[config.mk]
export PLATFORM = sky130hd
export DESIGN_NAME = instr_fetch_queue_flat
export DESIGN_NICKNAME = d
export VERILOG_FILES = /design/src/rtl/instr_fetch_queue_if.sv /design/src/rtl/instr_fetch_queue.sv /design/src/flat_wrapper.sv
export SDC_FILE = /design/constraint.sdc
export NUM_CORES = 2
export LEC_CHECK = 0
export ABC_AREA = 0
export BUFFER_PORTS_ARGS = -buffer_cell sky130_fd_sc_hd__buf_2
export CORE_UTILIZATION = 55
export DETAILED_ROUTE_END_ITERATION = 10
export PLACE_DENSITY_LB_ADDON = 0.08
export SYNTH_ARGS = -nofsm -noshare
export SYNTH_HDL_FRONTEND = slang
export SYNTH_SLANG_ARGS = --single-unit
[constraint.sdc]
create_clock -name clk -period 20.5 [get_ports clk]
set_input_delay 4.1 -clock clk [delete_from_list [all_inputs] [get_ports clk]]
set_output_delay 4.1 -clock clk [all_outputs]
set_load 0.005 [all_outputs]
[src/rtl/instr_fetch_queue_if.sv]
// Fetch/decode handshake bundle for the dual-issue instruction queue.
// The queue itself is the slave; the fetch/decode side is the master.
interface instr_fetch_queue_if;
    logic        flush;
    logic        write_en1;
    logic        write_en2;
    logic [31:0] write_inst1;
    logic [31:0] write_inst2;
    logic [31:0] write_pc1;
    logic [31:0] write_pc2;
    logic        read_en1;
    logic        read_en2;
    logic [31:0] read_inst1;
    logic [31:0] read_inst2;
    logic [31:0] read_pc1;
    logic [31:0] read_pc2;
    logic        empty;
    logic        almost_empty;
    logic        full;

    modport slave (
        input  flush, write_en1, write_en2, write_inst1, write_inst2,
               write_pc1, write_pc2, read_en1, read_en2,
        output read_inst1, read_inst2, read_pc1, read_pc2,
               empty, almost_empty, full
    );

    modport master (
        output flush, write_en1, write_en2, write_inst1, write_inst2,
               write_pc1, write_pc2, read_en1, read_en2,
        input  read_inst1, read_inst2, read_pc1, read_pc2,
               empty, almost_empty, full
    );
endinterface

[src/rtl/instr_fetch_queue.sv]
// Dual-issue show-ahead instruction queue between fetch and decode.
// Up to two pushes and two pops per cycle; flush empties it in one cycle.
module instr_fetch_queue #(
    parameter int DEPTH = 16
) (
    input  logic               clk,
    input  logic               resetn,
    instr_fetch_queue_if.slave bus
);
    localparam int AW = $clog2(DEPTH);
    localparam int CW = AW + 1;

    localparam logic [AW-1:0] P_ONE  = {{(AW-1){1'b0}}, 1'b1};
    localparam logic [CW-1:0] C_ZERO = {CW{1'b0}};
    localparam logic [CW-1:0] C_ONE  = {{(CW-1){1'b0}}, 1'b1};
    localparam logic [CW-1:0] C_TWO  = {{(CW-2){1'b0}}, 2'b10};
    localparam logic [CW-1:0] C_FULL = CW'(DEPTH) - C_ONE;

    logic [63:0]   r_mem [DEPTH];
    logic [AW-1:0] r_wptr;
    logic [AW-1:0] r_rptr;
    logic [CW-1:0] r_count;

    logic          w_full;
    logic [1:0]    w_wr_n;
    logic [1:0]    w_rd_n;
    logic [AW-1:0] w_wptr_p1;
    logic [AW-1:0] w_rptr_p1;
    logic [63:0]   w_head;
    logic [63:0]   w_next;

    // Fewer than two free slots: a single push could still fit but fetch always pairs.
    assign w_full    = (r_count >= C_FULL);
    assign w_wptr_p1 = r_wptr + P_ONE;
    assign w_rptr_p1 = r_rptr + P_ONE;
    assign w_head    = r_mem[r_rptr];
    assign w_next    = r_mem[w_rptr_p1];

    // Accepted push count, gated by the pre-update full flag.
    always_comb begin
        w_wr_n = 2'd0;
        if (w_full) begin
            w_wr_n = 2'd0;
        end else if (bus.write_en1 && bus.write_en2) begin
            w_wr_n = 2'd2;
        end else if (bus.write_en1) begin
            w_wr_n = 2'd1;
        end else begin
            w_wr_n = 2'd0;
        end
    end

    // Accepted pop count, limited to what is actually present.
    always_comb begin
        w_rd_n = 2'd0;
        if (bus.read_en1 && bus.read_en2 && (r_count >= C_TWO)) begin
            w_rd_n = 2'd2;
        end else if (bus.read_en1 && (r_count >= C_ONE)) begin
            w_rd_n = 2'd1;
        end else begin
            w_rd_n = 2'd0;
        end
    end

    // Storage array write; contents are intentionally left unreset.
    always_ff @(posedge clk) begin
        if (!bus.flush) begin
            if (w_wr_n != 2'd0) begin
                r_mem[r_wptr] <= {bus.write_pc1, bus.write_inst1};
            end
            if (w_wr_n == 2'd2) begin
                r_mem[w_wptr_p1] <= {bus.write_pc2, bus.write_inst2};
            end
        end
    end

    // Pointer and occupancy update; flush discards that cycle's traffic.
    always_ff @(posedge clk or negedge resetn) begin
        if (!resetn) begin
            r_wptr  <= {AW{1'b0}};
            r_rptr  <= {AW{1'b0}};
            r_count <= C_ZERO;
        end else if (bus.flush) begin
            r_wptr  <= {AW{1'b0}};
            r_rptr  <= {AW{1'b0}};
            r_count <= C_ZERO;
        end else begin
            r_wptr  <= r_wptr + AW'(w_wr_n);
            r_rptr  <= r_rptr + AW'(w_rd_n);
            r_count <= r_count + CW'(w_wr_n) - CW'(w_rd_n);
        end
    end

    // Show-ahead outputs; invalid slots read as zero so stale words never leak.
    always_comb begin
        bus.read_inst1 = 32'd0;
        bus.read_pc1   = 32'd0;
        bus.read_inst2 = 32'd0;
        bus.read_pc2   = 32'd0;
        if (r_count >= C_ONE) begin
            bus.read_inst1 = w_head[31:0];
            bus.read_pc1   = w_head[63:32];
        end else begin
            bus.read_inst1 = 32'd0;
            bus.read_pc1   = 32'd0;
        end
        if (r_count >= C_TWO) begin
            bus.read_inst2 = w_next[31:0];
            bus.read_pc2   = w_next[63:32];
        end else begin
            bus.read_inst2 = 32'd0;
            bus.read_pc2   = 32'd0;
        end
    end

    assign bus.empty        = (r_count == C_ZERO);
    assign bus.almost_empty = (r_count == C_ONE);
    assign bus.full         = w_full;
endmodule

[src/flat_wrapper.sv]
// flat-port wrapper written by rule: the top's interface ports become plain ports
module instr_fetch_queue_flat 
#(
    parameter int DEPTH = 16
)
  (clk, resetn, bus_flush, bus_write_en1, bus_write_en2, bus_write_inst1, bus_write_inst2, bus_write_pc1, bus_write_pc2, bus_read_en1, bus_read_en2, bus_read_inst1, bus_read_inst2, bus_read_pc1, bus_read_pc2, bus_empty, bus_almost_empty, bus_full);
  instr_fetch_queue_if bus_i ();
  input  logic clk;
  input  logic resetn;
  input wire logic [$bits(bus_i.flush)-1:0] bus_flush;
  input wire logic [$bits(bus_i.write_en1)-1:0] bus_write_en1;
  input wire logic [$bits(bus_i.write_en2)-1:0] bus_write_en2;
  input wire logic [$bits(bus_i.write_inst1)-1:0] bus_write_inst1;
  input wire logic [$bits(bus_i.write_inst2)-1:0] bus_write_inst2;
  input wire logic [$bits(bus_i.write_pc1)-1:0] bus_write_pc1;
  input wire logic [$bits(bus_i.write_pc2)-1:0] bus_write_pc2;
  input wire logic [$bits(bus_i.read_en1)-1:0] bus_read_en1;
  input wire logic [$bits(bus_i.read_en2)-1:0] bus_read_en2;
  output wire logic [$bits(bus_i.read_inst1)-1:0] bus_read_inst1;
  output wire logic [$bits(bus_i.read_inst2)-1:0] bus_read_inst2;
  output wire logic [$bits(bus_i.read_pc1)-1:0] bus_read_pc1;
  output wire logic [$bits(bus_i.read_pc2)-1:0] bus_read_pc2;
  output wire logic [$bits(bus_i.empty)-1:0] bus_empty;
  output wire logic [$bits(bus_i.almost_empty)-1:0] bus_almost_empty;
  output wire logic [$bits(bus_i.full)-1:0] bus_full;
  assign bus_i.flush = bus_flush;
  assign bus_i.write_en1 = bus_write_en1;
  assign bus_i.write_en2 = bus_write_en2;
  assign bus_i.write_inst1 = bus_write_inst1;
  assign bus_i.write_inst2 = bus_write_inst2;
  assign bus_i.write_pc1 = bus_write_pc1;
  assign bus_i.write_pc2 = bus_write_pc2;
  assign bus_i.read_en1 = bus_read_en1;
  assign bus_i.read_en2 = bus_read_en2;
  assign bus_read_inst1 = bus_i.read_inst1;
  assign bus_read_inst2 = bus_i.read_inst2;
  assign bus_read_pc1 = bus_i.read_pc1;
  assign bus_read_pc2 = bus_i.read_pc2;
  assign bus_empty = bus_i.empty;
  assign bus_almost_empty = bus_i.almost_empty;
  assign bus_full = bus_i.full;
  instr_fetch_queue #(.DEPTH(DEPTH)) u_core (.clk(clk), .resetn(resetn), .bus(bus_i));
endmodule
==> results.tsv <==
metric	value	unit
crit_top_cell	buf_4	
crit_fanout	59	
synth.cell_area	61710	um^2
grt_usage	35.56	%
avgSynthCellArea	17.10	um^2
critPathLaunchType	register	
fillCellCount	8213	
h-tree-depth	3	
power_frac_seq	34.3	%
switching_share	32.96	%
cp.arrival	6.32	ns
post_cts_resize_count	0	
dr.pass1.iters	5	
hpwl	105.7	mm
fin_crit	10.42	ns
syn2layout_area_growth	9.008	%
seqCellArea	31080	um^2
layout_common_cells	1024 x edfxtp_1, 632 x mux2_2, 512 x mux4_2	
antenna_found_initial	31	
syn_inst	3609	
hold_viol_final	0	
finalClockSkew	0.03081	ns
critical_path.slowest_cell	dfrtp_4	
grt_pass1_vias	39610	
slew_headroom	14.84	%
drc_errors	0	
path_cells	ha_4, buf_4, buf_4, buf_4, mux4_2, a22oi_1, a31oi_1, buf_2	
ys_top_cells_by_area	edfxtp_1 50%, mux4_2 19%, mux2_2 12%	
viasPerCell	7.411	
clk_pin_slew	0.06	ns
fp.dieArea	113500	um^2
power_leakage	0.02304	uW
r2r-end	u_core.r_mem[7][34]	
numCtsBuffers	118	
drt-total-wl	202.5	mm
drt-initial-drc-count	4718	
pwr-share-clk	27.7	%
synth_nets	3760	
rr_startpoint	u_core.r_count[4]	
drive_gt1_share	56.04	%
start_util	55.61	%
hold-path-cell-count	2	
critPathTopFamily	buffers and inverters	
postRouteAntennaNets	0	
num_vias	38730	
setup_violations	0	
layout_commonest_cell	edfxtp_1	
fin_nets	3789	
grt_overflow	0	
r2r_cells	8	
async_reset_ff_share	1.254	%
r2r_setup_slack	15.16	ns
pin_count	266	
postCtsHoldBufs	0	
post_cts_buffers	0	
critical_path_class	register to output port	
cts_root_buf	clkbuf_16	
synth_edf_count	1024	
stdcell_count	5226	
synth-main-ff-cell	edfxtp_1	
rows	122	
placed_cells	5006	
ys_warn_count	0	
worst_slew_pin_slew	1.275	ns
critical_path.endpoint_type	output port	
coreArea	111000	um^2
cp.required	16.40	ns
cts_sinks	1037	
min_from	u_core.r_wptr[2]	
die_y	337.0	um
synth.top_cell.area_share	49.83	%
multi_input_area	28780	um^2
status	completed	
synth-seq-cells	1037	
wl_per_cell	38.74	um
rsz0062_at_grt	no	
pwr-share-comb	37.9	%
grt_start_max_net_pins	157	
crit_buf_inv	4	
cts.path.max_buffers	3	
maxCapViolCount	0	
fmax	0.09600	GHz
tritoncts	yes	
grt_pass1_wl	285.0	mm
p_int	4771	uW
clock_latency	0.73	ns
powerDensity	105.8	nW/um^2
max_stage_delay	0.99	ns
hold_path_end	u_core.r_wptr[2]	
drv_slew	0	
yosysSeqAreaShare	50.36	%
irDropWorstVdd	0.09444	mV
period_share	50.81	%
power.switching	2346	uW
tns	0	ns
hold_path_class	register to register	
yosysTopAreaCell	edfxtp_1	
port_buffers	265	
ys_types	48	
die_x	337.0	um
gp_congestion	0.8027	
[synth_stat cells, types with 6 or more instances]
cell type and count:
a21oi_1 72, a22oi_1 192, a31oi_1 64, buf_1 16, buf_2 91, buf_4 12, buf_6 58, clkbuf_1 262
dfrtp_1 13, edfxtp_1 1024, ha_1 12, inv_1 15, mux2_2 632, mux2_4 392, mux4_2 512, nand2_1 10
nand2_2 8, nor2_1 11, nor2b_1 6, o21ai_0 142
[sequential cells by signal, indices dropped and copies added, names as in the netlist]
signal	count
u_core.r_mem	1024
u_core.r_wptr	4
u_core.r_count	5
u_core.r_rptr	4
[tightest hold or removal path, stage by stage, from the launching register on]
cell	delay, ns
dfrtp_1	0.52
xnor2_1	0.19
nor2_1	0.04
[layer usage]
layer | GRT usage [%] | routed length (um) | vias up
met5 | 0 | 142 | -
met4 | 15.97 | 9872 | 24
met3 | 7.569 | 20530 | 587
met2 | 58.12 | 98160 | 2601
met1 | 45.75 | 73770 | 20460
li1 | - | - | 15060
[worst max-delay path by stage]
stage,startpoint,endpoint,slack (ns),cells past startpoint
detailed placement,u_core.r_rptr[1],bus_read_inst2[28],10.90,8
global placement,u_core.r_rptr[1],bus_read_inst2[28],10.97,8
CTS,u_core.r_rptr[1],bus_read_inst2[28],10.10,8
finish,u_core.r_rptr[1],bus_read_inst2[28],10.08,8
global route,u_core.r_rptr[1],bus_read_inst2[28],9.95,8
floorplan,bus_flush,u_core.r_mem[15][0],10.65,3
[per-stage QoR]
stage	hold WS (ns)	cell area, um^2	util, %	setup WS [ns]	total power, uW
floorplan	0.6907	61710	-	10.65	4303
global placement	0.7301	63750	57.44	10.97	5124
detailed placement	0.7659	63750	57.44	10.90	5165
CTS	0.7745	67240	60.59	10.10	7125
global route	0.8060	67260	60.61	9.946	7349
finish	0.7832	67270	60.62	10.08	7117
[layout make-up]
| class | instances | area share [%] |
|---|---|---|
| diodes | 12 | 0.04464 |
| clock buffers | 151 | 4.669 |
| clock inverters | 57 | 0.5245 |
| inverters | 15 | 0.08370 |
| multi-input cells | 2118 | 42.79 |
| flip-flops and latches | 1037 | 46.21 |
| well taps | 1488 | 2.768 |
| repair buffers | 348 | 2.916 |
[power by group through the flow]
stage,combinational [uW],clock [uW],sequential (uW)
floorplan,1850,0,2460
global placement,2640,0,2480
detailed placement,2680,0,2490
CTS,2690,1990,2440
global route,2840,2060,2450
finish,2700,1970,2440
[cell families (layout without fill, tap and decap cells)]
family	Yosys count	after routing	share of synthesized area [%]
xor gates and xnor gates	6	6	0.08516
and+or+nand+nor	71	71	0.6549
other	0	12	0
adders and majority gates	16	16	0.3731
buffers and inverters	454	571	3.725
muxes	1536	1536	39.76
DFF	1037	1037	50.36
AOI/OAI and AO/OA	489	489	5.051
No activity file was read; power rests on OpenSTA's default activity.
